## src/rtl/tdc_mux_pkg.sv

```systemverilog
// Shared types and round-robin search helper for the TDC channel arbiter/mux.
// The optional channel tag is enabled with TDC_MUX_CHAN_TAG_EN.
package tdc_mux_pkg;

    typedef enum logic {MUX_EMPTY, MUX_FULL} mux_state_t;

    localparam int SEL_RR    = 0;
    localparam int MAX_CHAN  = 64;

    // First set bit of req strictly after ptr, wrapping modulo width; returns ptr if none.
    function automatic int rr_next(input int width, input int ptr,
                                   input logic [MAX_CHAN-1:0] req);
        int found;
        int idx;
        logic hit;
        found = ptr;
        hit   = 1'b0;
        for (int off = 1; off <= MAX_CHAN; off++) begin
            if (off <= width && !hit) begin
                idx = ptr + off;
                if (idx >= width) begin
                    idx = idx - width;
                end
                if (req[idx[5:0]]) begin
                    found = idx;
                    hit   = 1'b1;
                end
            end
        end
        return found;
    endfunction

endpackage

```

## src/rtl/tdc_channel_arb_mux_if.sv

```systemverilog
// Upstream channel bundle plus downstream stream of the TDC channel mux.
// o_chan exists only when TDC_MUX_CHAN_TAG_EN is defined.
interface tdc_channel_arb_mux_if #(
    parameter int WIDTH       = 16,
    parameter int DATA_LENGTH = 68
);
    localparam int SEL_W  = $clog2(WIDTH + 1);
    localparam int CHAN_W = $clog2(WIDTH);

    logic [SEL_W-1:0]       i_sel;
    logic [DATA_LENGTH-1:0] i_data [WIDTH];
    logic [WIDTH-1:0]       i_valid;
    logic [WIDTH-1:0]       o_ready;
    logic [DATA_LENGTH-1:0] o_data;
    logic                   o_valid;
    logic                   i_ready;
`ifdef TDC_MUX_CHAN_TAG_EN
    logic [CHAN_W-1:0]      o_chan;
`endif

    modport slave (
        input  i_sel, i_data, i_valid, i_ready,
`ifdef TDC_MUX_CHAN_TAG_EN
        output o_chan,
`endif
        output o_ready, o_data, o_valid
    );

    modport master (
        output i_sel, i_data, i_valid, i_ready,
`ifdef TDC_MUX_CHAN_TAG_EN
        input  o_chan,
`endif
        input  o_ready, o_data, o_valid
    );

endinterface

```

## src/rtl/rr_arbiter.sv

```systemverilog
// Combinational round-robin arbiter: grants the first requester after ptr, wrapping.
module rr_arbiter
    import tdc_mux_pkg::*;
#(
    parameter int WIDTH = 16
) (
    input  logic [WIDTH-1:0]         req,
    input  logic [$clog2(WIDTH)-1:0] ptr,
    output logic [WIDTH-1:0]         gnt,
    output logic [$clog2(WIDTH)-1:0] idx
);
    localparam int CHAN_W = $clog2(WIDTH);

    logic any_req;

    assign any_req = |req;
    assign idx     = CHAN_W'(rr_next(WIDTH, 32'(ptr), MAX_CHAN'(req)));

    generate
        for (genvar gi = 0; gi < WIDTH; gi++) begin : g_gnt
            assign gnt[gi] = any_req && (idx == CHAN_W'(gi));
        end
    endgenerate

endmodule

```

## src/rtl/tdc_channel_arb_mux.sv

```systemverilog
// Registered N:1 TDC channel mux, round-robin or fixed-channel selection, one word per cycle.
// Define TDC_MUX_CHAN_TAG_EN to register the granted channel index on o_chan.
module tdc_channel_arb_mux
    import tdc_mux_pkg::*;
#(
    parameter int WIDTH       = 16,
    parameter int DATA_LENGTH = 68
) (
    input  logic i_clk,
    input  logic i_reset_n,
    tdc_channel_arb_mux_if.slave bus
);
    localparam int SEL_W  = $clog2(WIDTH + 1);
    localparam int CHAN_W = $clog2(WIDTH);

    mux_state_t             state_reg, state_next;
    logic [CHAN_W-1:0]      ptr_reg, ptr_next;
    logic [DATA_LENGTH-1:0] data_reg, data_next;
    logic [WIDTH-1:0]       elig;
    logic [WIDTH-1:0]       gnt;
    logic [WIDTH-1:0]       ready;
    logic [CHAN_W-1:0]      gnt_idx;
    logic                   rr_mode;
    logic                   ld;
    logic                   xfer;

    assign rr_mode = (bus.i_sel == SEL_W'(SEL_RR));

    // Fixed mode leaves at most one eligible bit, so the same arbiter serves both modes.
    generate
        for (genvar gi = 0; gi < WIDTH; gi++) begin : g_elig
            assign elig[gi] = bus.i_valid[gi] && (rr_mode || (bus.i_sel == SEL_W'(gi + 1)));
        end
    endgenerate

    rr_arbiter #(.WIDTH(WIDTH)) u_arb (
        .req (elig),
        .ptr (ptr_reg),
        .gnt (gnt),
        .idx (gnt_idx)
    );

    always_comb begin
        state_next = state_reg;
        ptr_next   = ptr_reg;
        data_next  = data_reg;
        ready      = '0;
        ld         = (state_reg == MUX_EMPTY) || bus.i_ready;
        if (ld && i_reset_n) begin
            ready = gnt;
        end
        xfer = |ready;

        case (state_reg)
            MUX_EMPTY: if (xfer) state_next = MUX_FULL;
            MUX_FULL:  if (bus.i_ready && !xfer) state_next = MUX_EMPTY;
            default:   state_next = MUX_EMPTY;
        endcase

        if (xfer) begin
            data_next = bus.i_data[gnt_idx];
            if (rr_mode) begin
                ptr_next = gnt_idx;
            end
        end
    end

    always_ff @(posedge i_clk or negedge i_reset_n) begin
        if (!i_reset_n) begin
            state_reg <= MUX_EMPTY;
            ptr_reg   <= CHAN_W'(WIDTH - 1);
            data_reg  <= '0;
        end else begin
            state_reg <= state_next;
            ptr_reg   <= ptr_next;
            data_reg  <= data_next;
        end
    end

    assign bus.o_ready = ready;
    assign bus.o_valid = (state_reg == MUX_FULL);
    assign bus.o_data  = data_reg;

`ifdef TDC_MUX_CHAN_TAG_EN
    logic [CHAN_W-1:0] chan_reg;

    always_ff @(posedge i_clk or negedge i_reset_n) begin
        if (!i_reset_n) begin
            chan_reg <= '0;
        end else if (xfer) begin
            chan_reg <= gnt_idx;
        end
    end

    assign bus.o_chan = chan_reg;
`endif

endmodule

```

## src/flat_wrapper.sv

```systemverilog
// flat-port wrapper written by rule: the top's interface ports become plain ports
module tdc_channel_arb_mux_flat import tdc_mux_pkg::*;
#(
    parameter int WIDTH       = 16,
    parameter int DATA_LENGTH = 68
)
  (i_clk, i_reset_n, bus_i_sel, bus_i_data, bus_i_valid, bus_i_ready, bus_o_ready, bus_o_data, bus_o_valid);
  tdc_channel_arb_mux_if #(.WIDTH(WIDTH), .DATA_LENGTH(DATA_LENGTH)) bus_i ();
  input  logic i_clk;
  input  logic i_reset_n;
  input wire logic [$bits(bus_i.i_sel)-1:0] bus_i_sel;
  input wire logic [$bits(bus_i.i_data)-1:0] bus_i_data;
  input wire logic [$bits(bus_i.i_valid)-1:0] bus_i_valid;
  input wire logic [$bits(bus_i.i_ready)-1:0] bus_i_ready;
  output wire logic [$bits(bus_i.o_ready)-1:0] bus_o_ready;
  output wire logic [$bits(bus_i.o_data)-1:0] bus_o_data;
  output wire logic [$bits(bus_i.o_valid)-1:0] bus_o_valid;
  assign bus_i.i_sel = bus_i_sel;
  assign bus_i.i_data = {>>{bus_i_data}};
  assign bus_i.i_valid = bus_i_valid;
  assign bus_i.i_ready = bus_i_ready;
  assign bus_o_ready = bus_i.o_ready;
  assign bus_o_data = bus_i.o_data;
  assign bus_o_valid = bus_i.o_valid;
  tdc_channel_arb_mux #(.WIDTH(WIDTH), .DATA_LENGTH(DATA_LENGTH)) u_core (.i_clk(i_clk), .i_reset_n(i_reset_n), .bus(bus_i));
endmodule
```

## config.mk

```make
export PLATFORM = sky130hd
export DESIGN_NAME = tdc_channel_arb_mux_flat
export DESIGN_NICKNAME = d
export VERILOG_FILES = /design/src/rtl/tdc_mux_pkg.sv /design/src/rtl/tdc_channel_arb_mux_if.sv /design/src/rtl/rr_arbiter.sv /design/src/rtl/tdc_channel_arb_mux.sv /design/src/flat_wrapper.sv
export SDC_FILE = /design/constraint.sdc
export NUM_CORES = 1
export LEC_CHECK = 0
export BUFFER_PORTS_ARGS = -buffer_cell sky130_fd_sc_hd__clkbuf_2
export CELL_PAD_IN_SITES_DETAIL_PLACEMENT = 0
export CELL_PAD_IN_SITES_GLOBAL_PLACEMENT = 2
export CORE_AREA = 5 5 456 458
export DETAILED_ROUTE_END_ITERATION = 10
export DIE_AREA = 0 0 461 463
export HOLD_SLACK_MARGIN = 0.03
export PLACE_DENSITY = 0.46
export SETUP_SLACK_MARGIN = 0.5
export SLEW_MARGIN = 10
export SYNTH_ARGS = -nofsm -noshare
export SYNTH_HDL_FRONTEND = slang
export SYNTH_SLANG_ARGS = --single-unit
```

## constraint.sdc

```tcl
create_clock -name i_clk -period 11.8 [get_ports i_clk]
set_input_delay 3.54 -clock i_clk [delete_from_list [all_inputs] [get_ports i_clk]]
set_output_delay 3.54 -clock i_clk [all_outputs]
set_load 0.005 [all_outputs]
```

---- Yosys cells after proc, flatten, opt, wreduce, memory -nomap -nowiden ----
Cells that the tools add are included.
operators by class
  add/subtract/negate cells ............... 32
  $lt $le $gt $ge ......................... 33
  equal/unequal tests ..................... 31
  muxes and demuxes ....................... 130
  bitwise logic cells ..................... 2
  reduce and logical (&&, ||, !) cells .... 57
operator list
  cell                 count
  $bmux 68 s4          1
  $mux 6               31
  $mux 68              2
  $mux 4               31
  $lt 6x7->1 const B   16
  $bmux 1 s6           16
  $sub 5x5->6 const B  15
  $ge 5x5->1 const B   16
  $mux 1               47
  $add 4x4->5 const B  8
  $eq 5x4->1 const B   8
  $logic_and 1x1->1    34
  $eq 4x4->1 const B   8
  $reduce_or 16->1     2
  $add 4x3->5 const B  4
  $eq 5x3->1 const B   4
  $logic_or 1x1->1     17
  $eq 4x3->1 const B   4
  $mux 16              1
  $add 4x2->5 const B  2
  $eq 5x2->1 const B   2
  $eq 4x2->1 const B   2
  $add 4x5->6 const B  1
  $ge 6x5->1 const B   1
  12 further kinds     12
word-level totals
  bits in registers ....................... 73
  output and inout bits ................... 85

---- Longest topological paths before layout ----
  depth in word-level cells ............... 89
  gate-level depth with buffers ........... 26

---- By module ----
A second synthesis with hierarchy kept.
second synthesis, totals
  cells, all modules ...................... 1105
  area total of the unflattened synthesis .. 14635.3 um2
by module, submodules not included
  module               times used  cells an instance  area each (um2)
  tdc_channel_arb_mux  1           791                11845.1
  rr_arbiter           1           314                2790.2

---- Worst setup path after synthesis ----
OpenSTA, ideal clock, no wires.
  path kind ............................... input to output
  from .................................... input bus_i_sel[0]
  to ...................................... output bus_o_ready[10]
  arrival ................................. 7149 ps
  required time ........................... 8260 ps
  setup slack ............................. 1111 ps
  stages on the path ...................... 16
  buffers on the path ..................... 4
  path through ............................ buf_4 -> buf_6 -> nor3_1 -> o21ai_1 -> mux4_2 -> o221a_1 -> a22o_1 -> nand3_4 -> a31oi_1 -> or4_1 -> a211oi_1 -> nor2_1 -> buf_2 -> buf_4 -> nor4_1 -> nor2b_1
on the way
  word-level cells in the longest chain between the ends .. 39
  elaborated cells on any way between the ends .. 145
  those cells by class .................... eq/ne: 17; mux: 93; reduce/logical: 35
ends and longest elaborated chain
  what                                      RTL line                   RTL
  start: declaration                        flat_wrapper.sv:11         input wire logic [$bits(bus_i.i_sel)-1:0] bus_i_sel;
  $eq 5x1->1, or another cell as far along  tdc_channel_arb_mux.sv:32  assign elig[gi] = bus.i_valid[gi] && (rr_mode || (bus.i_sel == SEL_W'(gi + 1)));
  $logic_or 1x1->1                          tdc_channel_arb_mux.sv:32
  $logic_and 1x1->1                         tdc_channel_arb_mux.sv:32
  $bmux 1 s6                                tdc_mux_pkg.sv:24          if (req[idx[5:0]]) begin
  $mux 1 (implied by the code)              tdc_mux_pkg.sv:24
  $mux 4 (2 in a row)                       tdc_mux_pkg.sv:24
  $mux 4                                    tdc_mux_pkg.sv:19          if (off <= width && !hit) begin
  $mux 4                                    tdc_mux_pkg.sv:24
  [... 22 more ...]                         n/a
  $mux 4                                    tdc_mux_pkg.sv:19
  $mux 4                                    tdc_mux_pkg.sv:24
  $mux 4                                    tdc_mux_pkg.sv:19
  $mux 4                                    tdc_mux_pkg.sv:24
  $mux 4                                    tdc_mux_pkg.sv:19
  $eq 4x4->1                                rr_arbiter.sv:21           assign gnt[gi] = any_req && (idx == CHAN_W'(gi));
  $logic_and 1x1->1 (*)                     rr_arbiter.sv:21
  $mux 16 (*)                               tdc_channel_arb_mux.sv:49  if (ld && i_reset_n) begin
  end: declaration                          flat_wrapper.sv:15         output wire logic [$bits(bus_i.o_ready)-1:0] bus_o_ready;
Mark *: on every way between the ends. The rest lies on a longest branch, timed or not. The select of a mux whose other input is x is not followed.

---- Worst setup path in the final report ----
  from .................................... input bus_i_sel[2]
  to ...................................... output bus_o_ready[10]
The elaborated chain is that of the path after synthesis.

==> run_results.csv <==
group,metric,value,unit
clock_tree,clk_pin_slew,0.08,ns
worst_setup_path,crit_path_end_kind,"output pin",
sta,final_hold_viol_count,0,
worst_setup_path,rr_startpoint,"u_core.ptr_reg[1]",
logic_synthesis,yosys-top-cells-count,"nand2_1 (583), nand3_1 (296), clkbuf_1 (258), nor2_1 (252), a32oi_1 (212)",
logic_synthesis,synthArstFlopShare,100,%
logic_synthesis,post-synth-top-count-cell,"nand2_1",
clock_tree,cts_made_buffers,9,
cells_and_area,largest_reg_flops,68,
floorplanning,fp.dieArea,0.213,mm²
logic_synthesis,synthesis.area,0.0207,mm²
sta,clock_skew,0.0145,ns
clock_tree,ctsHoldBuffers,0,
drt,drt_iter0_drc,2854,
global_route,grt_overflow,0,
drt,vias_per_cell,4.59,
placement,io_buffers,1196,
drt,drc,0,
logic_synthesis,yosysTopAreaCell,"nand2_1",
sta,min_period_over_period,93.7,%
sta,rsz0062_at_grt,"no",
worst_setup_path,critical_path_class,"primary input to output pin",
cells_and_area,fin_cells,6848,
floorplanning,start_util,10.1,%
global_route,grt_pass1_vias,30543,
floorplanning,fp.dieH,463,µm
run_status,violations,"max-capacitance violations, max-slew violations",
run_status,outcome,"complete, but fails checks",
sta,fmax,90.4,MHz
logic_synthesis,synth_warnings,0,
logic_synthesis,ys.flop_type,"dfrtp_1",
drt,vias,31453,
hold_path,worstHoldPathCells,2,
clock_tree,clockRootBuffer,"clkbuf_16",
cells_and_area,area_growth,45.6,%
cells_and_area,drive_above_1_share,36.6,%
sta,period_minus_slack,11.06,ns
run,maxCapViolCount,1,
global_route,grt_util_all_layers,21.4,%
hold_path,hold_class,"flop to flop",
sta,worst_slew_pin_slew,1.54,ns
logic_synthesis,synth_top_area_share,10.6,%
placement,gp_congestion,0.902,
worst_setup_path,critPathArrivalTime,7.52,ns
clock_tree,htree_num_levels,3,
hold_path,hold_path_startpoint,"u_core.bus.o_valid",
sta,slew_viol_final,2,
drt,drt-total-wl,241000,µm
global_route,grt_pass1_wl,309000,µm
worst_setup_path,startpoint_type,"primary input",
global_route,grt_max_degree,154,
sta,tns,0,ns
drt,route.detailed.wl_per_inst,35.2,µm
cells_and_area,fill_cells,23960,
floorplanning,io_pins,1197,
placement,dpl.cell_count,6776,
worst_setup_path,r2r_setup_slack,3.56,ns
hold_path,hold_path_end,"u_core.bus.o_valid",
clock_tree,cts_tree,"built",
worst_setup_path,reg2regPathDepth,20,
clock_tree,clock_path_buffers,2,
global_route,antenna_found_initial,157,
logic_synthesis,avgSynthCellArea,6.47,µm²
logic_synthesis,ys_types,96,
drt,dr.pass1.iters,5,
drt,drtAntennaViolNets,0,
worst_setup_path,crit_required,8.26,ns
logic_synthesis,ys_ff_latch,73,
sta,setup_viol,0,
floorplanning,dieWidth,461,µm
worst_setup_path,reg2reg_to,"u_core.bus.o_data[22]",
logic_synthesis,synthCells,3192,
cells_and_area,seq_area,0.00184,mm²
placement,dp_hpwl,197000,µm
cells_and_area,utilization,14.8,%
logic_synthesis,synth_nets,4312,
logic_synthesis,seq_area_frac_synth,8.87,%
floorplanning,core-area,0.204,mm²
logic_synthesis,synth_area_leaders,"nand2_1 (11%), a32oi_1 (9.0%), dfrtp_1 (8.4%)",
cells_and_area,multi_input_area,0.0173,mm²
cells_and_area,nets,5232,
floorplanning,rows,166,
clock_tree,clock_sinks,73,
clock_tree,clock_latency,0.43,ns
sta,relSlewSlack,-5.43,%
logic_synthesis,synth-edff-count,0,
worst_setup_path,timing.critical_path.fanout_max,15,
[through the flow]
step,hold slack [ns],area (µm²),worst slack (ns)
4_1_cts,0.515,29800,0.555
5_1_grt,0.582,30000,0.500
3_3_place_gp,0.491,29300,0.186
2_1_floorplan,0.489,20700,1.11
6_report,0.507,30100,0.741
3_5_place_dp,0.497,29300,0.145
[worst max-delay path, stage by stage]
cell and delay (ns):
buf_4 0.22, buf_4 0.23, and4_1 0.29, o21ai_4 0.13
mux4_2 0.48, o221a_1 0.31, a22o_1 0.29, nand3_4 0.18
a31oi_1 0.06, or4_1 0.59, a211oi_2 0.29, nor2_4 0.12
nor4_4 0.32, buf_6 0.18, nor2b_1 0.14, clkbuf_2 0.12
[layout make-up]
type | count | share of cell area (%)
Tap cell | 2688 | 11.2
Clock inverter | 5 | 0.345
Clock buffer | 11 | 0.774
Timing Repair Buffer | 1316 | 23.5
Multi-Input combinational cell | 2701 | 57.6
Inverter | 11 | 0.162
Antenna cell | 43 | 0.358
Sequential cell | 73 | 6.10
[per-layer routing]
layer	GRT usage [%]	vias to the layer above	share of wire, %
li1	-	14147	-
met1	28.0	15592	43
met2	35.0	1355	46
met3	5.94	277	7.9
met4	4.52	82	2.2
met5	0	-	0.21
[kinds of logic (layout without fill, tap and decap cells)]
logic type | after synthesis | count (layout) | synth area share [%]
multiplexers | 228 | 228 | 12.3
other | 0 | 43 | 0
adder cells (fa/ha/maj) | 8 | 8 | 0.485
flip-flops | 73 | 73 | 8.87
AND/OR/NAND/NOR | 1383 | 1383 | 30.2
AO/OA/AOI/OAI | 1058 | 1058 | 38.3
buffers and inverters | 418 | 1343 | 8.82
XOR/XNOR | 24 | 24 | 1.02
[repair_timing]
| action | CTS | global route |
|---|---|---|
| resized for setup | 18 | 26 |
| pin swaps | 1 | 7 |
| buffers inserted | 5 | 8 |
| endpoints found under the setup margin | 16 | 16 |
[worst max path at each step]
stage | from | to | slack, ns
after global routing | bus_i_sel[2] | bus_o_ready[11] | 0.50
after floorplan | bus_i_sel[0] | bus_o_ready[10] | 1.11
after CTS | bus_i_sel[2] | bus_o_ready[10] | 0.55
final | bus_i_sel[2] | bus_o_ready[10] | 0.74
after global placement | bus_i_sel[0] | bus_o_ready[2] | 0.19
after detailed placement | bus_i_sel[0] | bus_o_ready[0] | 0.14
[placed cells by master (no fill, tap or decap), types with 13 or more instances in the layout]
cell type  instances
clkbuf_2        1190
nand2_1          581
nand3_1          296
nor2_1           250
a32oi_1          211
o21ai_0          200
o211ai_1         151
a2111oi_0        136
buf_4            110
mux2_2            98
a21oi_1           90
nor3_1            87
mux2i_1           79
and3_1            78
a211o_1           71
a41oi_1           70
dfrtp_1           69
diode_2           43
mux2_1            42
o21ai_1           22
nor2b_1           17
xnor2_1           15
buf_12            13
Power is not shown: default switching activity piles up to over one toggle a cycle in this logic, so the estimate is an artifact.
